### src/rtl/frq_pkg.sv
// Shared definitions for frq_meter: divider period table, FSM state type, select width.
package frq_pkg;

    localparam int FSEL_W = 5;

    typedef enum logic [1:0] {IDLE, MEASURE, SEARCH} state_t;

    // Expected divider output period per select code: entry i = 2*(i+1). Needs CNT_W >= 7.
    localparam logic [6:0] DIV_TABLE [0:31] = '{
        7'd2,  7'd4,  7'd6,  7'd8,  7'd10, 7'd12, 7'd14, 7'd16,
        7'd18, 7'd20, 7'd22, 7'd24, 7'd26, 7'd28, 7'd30, 7'd32,
        7'd34, 7'd36, 7'd38, 7'd40, 7'd42, 7'd44, 7'd46, 7'd48,
        7'd50, 7'd52, 7'd54, 7'd56, 7'd58, 7'd60, 7'd62, 7'd64
    };

endpackage

### src/rtl/frq_sync_edge.sv
// Two-flop synchronizer followed by a registered rising-edge detector (3-cycle latency).
module frq_sync_edge (
    input  logic clk,
    input  logic reset_n,
    input  logic d,
    output logic rise
);

    logic s1, s2, s3;

    always_ff @(posedge clk or negedge reset_n) begin
        if (!reset_n) begin
            s1   <= 1'b0;
            s2   <= 1'b0;
            s3   <= 1'b0;
            rise <= 1'b0;
        end else begin
            s1   <= d;
            s2   <= s1;
            s3   <= s2;
            rise <= s2 & ~s3;
        end
    end

endmodule

### src/rtl/frq_meter.sv
// Period meter: counts clk cycles between sig_in rising edges and decodes the select code.
// Define FRQ_METER_AVG_EN to average four consecutive periods before each table search.
module frq_meter
    import frq_pkg::*;
#(
    parameter int CNT_W = 16,
    parameter int TOL   = 1
) (
    input  logic              clk,
    input  logic              reset_n,
    input  logic              sig_in,
    output logic [CNT_W-1:0]  period,
    output logic [FSEL_W-1:0] f_sel,
    output logic              match,
    output logic              valid,
    output logic              timeout
);

    localparam logic [CNT_W-1:0]  CNT_ONE  = {{(CNT_W-1){1'b0}}, 1'b1};
    localparam logic [FSEL_W-1:0] IDX_LAST = '1;

    state_t             state, state_nx;
    logic               rise;
    logic [CNT_W-1:0]   cnt, cnt_nx;
    logic [CNT_W-1:0]   period_q, period_q_nx, period_nx;
    logic [FSEL_W-1:0]  idx, idx_nx, f_sel_nx;
    logic               match_nx, valid_nx, timeout_nx;
    logic [CNT_W:0]     diff, abs_diff;
    logic               hit;
`ifdef FRQ_METER_AVG_EN
    logic [CNT_W+1:0]   acc, acc_nx, acc_sum;
    logic [1:0]         phase, phase_nx;
`endif

    frq_sync_edge u_sync (
        .clk     (clk),
        .reset_n (reset_n),
        .d       (sig_in),
        .rise    (rise)
    );

    // One extra bit keeps the subtraction sign-safe for either ordering.
    always_comb begin
        diff     = {1'b0, period_q} - (CNT_W+1)'(DIV_TABLE[idx]);
        abs_diff = diff[CNT_W] ? -diff : diff;
        hit      = (abs_diff <= (CNT_W+1)'(TOL));
    end

    always_comb begin
        state_nx    = state;
        cnt_nx      = cnt;
        period_q_nx = period_q;
        idx_nx      = idx;
        period_nx   = period;
        f_sel_nx    = f_sel;
        match_nx    = match;
        valid_nx    = 1'b0;
        timeout_nx  = timeout;
`ifdef FRQ_METER_AVG_EN
        acc_nx      = acc;
        phase_nx    = phase;
        acc_sum     = acc + {2'b00, cnt};
`endif
        if (rise) timeout_nx = 1'b0;

        case (state)
            IDLE: begin
                cnt_nx = '0;
                if (rise) begin
                    cnt_nx   = CNT_ONE;
                    state_nx = MEASURE;
                end
            end
            MEASURE: begin
                if (rise) begin
                    cnt_nx = CNT_ONE;
`ifdef FRQ_METER_AVG_EN
                    if (phase == 2'd3) begin
                        period_q_nx = acc_sum[CNT_W+1:2];
                        acc_nx      = '0;
                        phase_nx    = '0;
                        idx_nx      = '0;
                        state_nx    = SEARCH;
                    end else begin
                        acc_nx   = acc_sum;
                        phase_nx = phase + 2'd1;
                    end
`else
                    period_q_nx = cnt;
                    idx_nx      = '0;
                    state_nx    = SEARCH;
`endif
                end else if (cnt == '1) begin
                    cnt_nx     = '0;
                    timeout_nx = 1'b1;
                    state_nx   = IDLE;
`ifdef FRQ_METER_AVG_EN
                    acc_nx     = '0;
                    phase_nx   = '0;
`endif
                end else begin
                    cnt_nx = cnt + CNT_ONE;
                end
            end
            SEARCH: begin
                // The counter keeps timing the next period; an edge here restarts it unlatched.
                if (rise)            cnt_nx = CNT_ONE;
                else if (cnt != '1)  cnt_nx = cnt + CNT_ONE;

                if (hit || idx == IDX_LAST) begin
                    f_sel_nx  = hit ? idx : '0;
                    match_nx  = hit;
                    period_nx = period_q;
                    valid_nx  = 1'b1;
                    state_nx  = MEASURE;
                end else begin
                    idx_nx = idx + 5'd1;
                end
            end
            default: state_nx = IDLE;
        endcase
    end

    always_ff @(posedge clk or negedge reset_n) begin
        if (!reset_n) state <= IDLE;
        else          state <= state_nx;
    end

    always_ff @(posedge clk or negedge reset_n) begin
        if (!reset_n) begin
            cnt      <= '0;
            period_q <= '0;
            idx      <= '0;
            period   <= '0;
            f_sel    <= '0;
            match    <= 1'b0;
            valid    <= 1'b0;
            timeout  <= 1'b0;
`ifdef FRQ_METER_AVG_EN
            acc      <= '0;
            phase    <= '0;
`endif
        end else begin
            cnt      <= cnt_nx;
            period_q <= period_q_nx;
            idx      <= idx_nx;
            period   <= period_nx;
            f_sel    <= f_sel_nx;
            match    <= match_nx;
            valid    <= valid_nx;
            timeout  <= timeout_nx;
`ifdef FRQ_METER_AVG_EN
            acc      <= acc_nx;
            phase    <= phase_nx;
`endif
        end
    end

endmodule
### config.mk
export PLATFORM = sky130hd
export DESIGN_NAME = frq_meter
export DESIGN_NICKNAME = d
export VERILOG_FILES = /design/src/rtl/frq_pkg.sv /design/src/rtl/frq_sync_edge.sv /design/src/rtl/frq_meter.sv
export SDC_FILE = /design/constraint.sdc
export NUM_CORES = 1
export LEC_CHECK = 0
export ABC_CLOCK_PERIOD_IN_PS = 4900
export BUFFER_PORTS_ARGS = -buffer_cell sky130_fd_sc_hd__buf_2
export CAP_MARGIN = 25
export CORE_MARGIN = 3
export CORE_UTILIZATION = 39
export DETAILED_ROUTE_END_ITERATION = 7
export SYNTH_ARGS = -nofsm -noshare
export SYNTH_HDL_FRONTEND = slang
export SYNTH_HIERARCHICAL = 1
export SYNTH_SLANG_ARGS = --single-unit
### constraint.sdc
create_clock -name clk -period 4.9 [get_ports clk]
set_input_delay 0.245 -clock clk [delete_from_list [all_inputs] [get_ports clk]]
set_output_delay 0.245 -clock clk [all_outputs]
set_load 0.01 [all_outputs]
# Word level (Yosys, flattened, before mapping)
# Memory sizes are Yosys's and may differ from the RTL's.
# Index checks and enable logic that the tools add are counted.
dict set report word_totals {
  ff_bits 67
  rom_bits 224
  input_bits 3
  out_inout_bits 24
  word_cells 67
  memories 1
}
# name depth word_bits read_ports rd_clocked_by_memory_dff wr line
set mem_list {}
lappend mem_list {{(no name shown)} 32 7 1 0 0 frq_meter.sv:44} ;# diff = {1'b0, period_q} - (CNT_W+1)'(DIV_TABLE[idx]);
dict set report classes {
  n_addsub 4
  n_lt_le_gt_ge 2
  eq_ne 11
  mux 24
  n_bitwise 3
  reduce_logical 9
}
# operator count
set ops {}
lappend ops {{$mux W16} 4}
lappend ops {{$pmux W16 S3} 1}
lappend ops {{$le A17 B1 Y1 const B} 1}
lappend ops {{$mux W17} 1}
lappend ops {{$neg A17 Y17} 1}
lappend ops {{$sub A16 B7 Y17} 1}
lappend ops {{$add A16 B1 Y16 const B} 1}
lappend ops {{$eq A16 B16 Y1 const B} 1}
lappend ops {{$ne A16 B16 Y1 const B} 1}
lappend ops {{$mux W5} 3}
lappend ops {{$mux W7} 2}
lappend ops {{$pmux W5 S2} 1}
lappend ops {{$mux W2} 4}
lappend ops {{$mux W1} 7}
lappend ops {{$ge A6 B6 Y1 const B} 1}
lappend ops {{$ne A3 B2 Y1 const B} 2}
lappend ops {{$not A5 Y6} 1}
lappend ops {{$pmux W2 S3} 1}
lappend ops {{$reduce_and A2 Y1} 3}
lappend ops {{$reduce_and A3 Y1} 2}
lappend ops {{$add A5 B1 Y5 const B} 1}
lappend ops {{$eq A5 B5 Y1 const B} 1}
lappend ops {{$ne A2 B1 Y1 const B} 2}
lappend ops {{$ne A2 B2 Y1 const B} 2}
lappend ops {{8 further kinds} 8}

# Longest topological paths before layout
dict set report logic_depth {
  ltp_word 11
  ltp_mapped 16
}

# Modules after synthesis
# Netlist, hierarchy kept.
# module instances cells_each area_each_um2 seq_area_each_um2
set modules_own_cells {}
lappend modules_own_cells {frq_meter 1 399 3753.6 1576.5}
lappend modules_own_cells {frq_sync_edge 1 5 113.9 100.1}

# Worst setup path after synthesis
# No wires, ideal clock.
dict set report synth_timing {
  kind {reg-to-reg}
  from {register idx[0]}
  to {register state[0]}
  setup_ps 87
  t_arrival_ps 4031
  slack_ps 783
  stages_incl_launch_ff 17
  path_cell_list {dfrtp_1 ha_1 ha_1 nand2_1 nor2_1 a21oi_1 ha_1 a21o_1 and2_1 o41a_1 or3_1 o31ai_1 o2111ai_1 or4_1 buf_2 or4b_1 o211ai_1}
}
dict set report synth_via {
  elab_chain_cells 11
  elab_cells_between_ends 12
  classes_between {add/sub (2); order compare (1); eq/ne (2); mux (3); bitwise (1); reduce/logical (2); memory (1)}
}
# element line
set synth_rtl {}
lappend synth_rtl {{start, declared} frq_meter.sv:26} ;# logic [FSEL_W-1:0] idx, idx_nx, f_sel_nx;
lappend synth_rtl {{start signal, assigned} frq_meter.sv:146} ;# idx <= idx_nx;
lappend synth_rtl {{$not A5 Y6 (not written as such)} frq_meter.sv:44}
lappend synth_rtl {{$mem_v2 Z32 W7} --}
lappend synth_rtl {{$mux W7 (not written as such) (2 in series)} frq_meter.sv:44}
lappend synth_rtl {{$sub A16 B7 Y17} frq_meter.sv:44}
lappend synth_rtl {{$neg A17 Y17} frq_meter.sv:45} ;# abs_diff = diff[CNT_W] ? -diff : diff;
lappend synth_rtl {{$mux W17} frq_meter.sv:45}
lappend synth_rtl {{$le A17 B1 Y1} frq_meter.sv:46} ;# hit = (abs_diff <= (CNT_W+1)'(TOL));
lappend synth_rtl {{$logic_or A1 B1 Y1 (*)} frq_meter.sv:110} ;# if (hit || idx == IDX_LAST) begin
lappend synth_rtl {{$ne A2 B2 Y1 (no source line) (*)} --}
lappend synth_rtl {{$reduce_and A3 Y1 (no source line) (*)} --}
lappend synth_rtl {{end signal, assigned} frq_meter.sv:126} ;# else state <= state_nx;
lappend synth_rtl {{end, declared} frq_meter.sv:22} ;# state_t state, state_nx;
# Every way passes the cells marked *; elsewhere a longest branch is shown, timed or not. The select of a mux whose other input is x is not followed.
# A chain may end at the register's enable or synchronous reset.

# Worst setup path after layout
# Ends and elaborated chain as after synthesis.

==> results.yml <==
sta:
  report.final.setup_viol: 0
  finalCritPeriodShare: 0.9347
  maxSlewViolCount: 0
  setup-tns-final_ns: 0
  min_period_ns: 4.580
  hold_viol: 0
  tightest_slew_ns: 0.9398
  relSlewSlack: 0.3734
  skew_ns: 0.01117
  fmax_mhz: 218.3
  finalWorstSetupSlack_ns: 0.3201
  rsz0062_at_grt: "false"
detailed_routing:
  via_count: 3098
  drc: 0
  via_per_inst: 5.532
  wl_um: 8537
  drt_iter0_drc: 159
  wire_per_inst_um: 15.24
  ant_nets: 0
  drtPass1Iterations: 4
logic_synthesis:
  yosys.area.top_type: "dfrtp_1"
  synth.avg_cell_area_um2: 9.573
  async_flop_share: 1.000
  ys_ff_latch: 67
  synthAdderAreaFrac: 0.05694
  synth_flop_cell: "dfrtp_1"
  muxShareOfSynthArea: 0.1029
  synth_top_family_by_area: "simple AND/OR/NAND/NOR gates"
  netlist_area_um2: 3867
  yosysTopAreaCellShare: 0.4335
  synthTopCellsByArea: "dfrtp_1 (43%), mux2_2 (6.1%), ha_1 (5.2%)"
  netlist_top_cells_count: "dfrtp_1 (67), o21ai_0 (40), nand2_1 (35)"
  postSynthCellCount: 404
  synthSimpleGateAreaFrac: 0.1909
  yosysMostFrequentCell: "dfrtp_1"
  synth_nets: 424
  ys_seq_area_frac: 0.4335
  synth-compound-area-share: 0.1533
  ys_types: 55
  synth_xor_xnor_area_share: 0.02491
  synth_edf_count: 0
  synth_warnings: 6
critical_path:
  cp_common_cell: "ha_1"
  max_stage_delay_ns: 0.72
  cp-end-kind: "register"
  cp-start-kind: "register"
  cp_max_fo: 9
  timing.rr.start: "idx[0]"
  slowest_stage: "or4_1"
  startpoint: "idx[0]"
  critical_path_class: "register to register"
  r2r_cells: 15
  cp.arrival_ns: 4.84
  required_ns: 5.16
  cp_cell_sequence: "ha_1 > ha_1 > nand2_1 > nor2_1 > a21oi_1 > ha_1 > a21o_1 > and2_1 > o41a_1 > or3_1 > o31ai_1 > o2111ai_1 > or4_1 > or4b_1 > o211ai_1"
cts:
  htree_levels: 3
  clockBufferDepth: 2
  clock_latency_ns: 0.34
  cts_setup_buffers: 0
  postCtsHoldBufs: 1
  cts_buffers: 9
  cts_sinks: 67
  clk_pin_slew_ns: 0.08
  cts_resized: 0
  cts-root-buf: "clkbuf_8"
  cts_tree: "built"
placed_design:
  place_ws_ns: 0.3736
  dpl.hpwl_um: 6081
  place_area_um2: 4100
  gp_congestion: 0.9060
  portBuffers: 26
  placed_cells: 543
min_path:
  min_path_type: "primary input to asynchronous set/reset pin"
finish:
  fin_nets: 446
  drive_gt1_frac: 0.1671
  diodes: 0
  fin_area_um2: 4289
  syn_to_final_growth_pct: 10.90
  fin_cells: 560
floorplanning:
  io_pins: 27
  start_util: 0.4089
  die_h_um: 105.6
  die_w_um: 105.6
  core-area_um2: 9459
  num_rows: 35
  dieArea_um2: 11150
global_routing:
  grt_max_degree: 68
  grt-ovfl-total: 0
  grt_pass1_wl_um: 15040
  grt_use_total: 0.1656
  grt_pass1_vias: 3016
  antenna_found_initial: 0
power:
  irDropWorstVdd_mv: 0.1627
  leakagePower_nw: 2.087
  p_per_area_nw_per_um2: 415.1
  total_power_mw: 1.780
flow_run:
  cap_violations: 0
run_status:
  outcome: "finished clean"
[per-layer routing]
metal / track usage / routed length (um)
met2: 0.2527 / 4081
met5: 0 / 0
met4: 0.06290 / 103
met3: 0.03368 / 247
met1: 0.2318 / 4104
[path summary, 6_finish.rpt]
path	end	slack, ns
worst max-delay path	state[0]	0.32
max in group asynchronous	period[10]	4.24
worst min register to register	u_sync/s2	0.35
worst min-delay path	period_q[6]	0.08
min in group clk	u_sync/s2	0.35
worst max register to register	state[0]	0.32
[state kept, by name (all words and copies together) (netlist names)]
register / flops
u_sync/rise: 1
match: 1
cnt: 16
u_sync/s3: 1
u_sync/s2: 1
valid: 1
u_sync/s1: 1
period_q: 16
period: 16
idx: 5
f_sel: 5
state: 2
timeout: 1
[critical path: cells and delay by family, from the launching register on]
kind | cells | cell delay (ns)
flip-flops | 1 | 0.44
AO/OA/AOI/OAI | 6 | 1.31
adder cells (fa/ha/maj) | 3 | 0.76
AND/OR/NAND/NOR | 6 | 1.98
[logic make-up after synthesis]
group,Yosys count
simple gates,142
compound gates,94
flops,67
buf+inv,37
mux,36
fa+ha+maj,17
xor+xnor,11
[placed cells by master, fill, tap and decap left out, drive strengths merged, types with 3 or more instances in the layout]
cell type and instances:
inv 19, and2 5, nand3 19, nor4 7, or4 4, or3 3, ha 16, mux2i 6
nor2 30, mux2 30, o21ai 42, or2 3, dfrtp 67, a21o 4, nor2b 6, clkinvlp 3
nand2 35, nand3b 3, o31ai 6, nand2b 6, xnor2 5, clkbuf 10, a21oi 12, xor2 6
and3 9, clkinv 3, nor3 7, o211ai 4, a31oi 4, buf 28
[per-stage QoR]
stage	utilization	hold WS (ns)
6_report	0.4534	0.07827
3_5_place_dp	0.4335	0.3372
5_1_grt	0.4534	0.1634
2_1_floorplan	-	-0.05059
4_1_cts	0.4534	0.1288
3_3_place_gp	0.4335	0.3328
[cell type report]
cell class / instances / area (um2)
clock inverter: 6 / 41.29
multi-input combinational: 300 / 2046
clock buffer: 10 / 137.6
inverter: 19 / 71.32
sequential: 67 / 1677
fill: 946 / 5170
timing repair buffer: 29 / 155.1
tap: 129 / 161.4
[report_power, final]
part	total [mW]	switching, mW	internal [mW]
sequential	0.628	0.0358	0.592
clock	0.419	0.223	0.196
combinational	0.733	0.450	0.283
No activity file was read; power rests on OpenSTA's default activity.
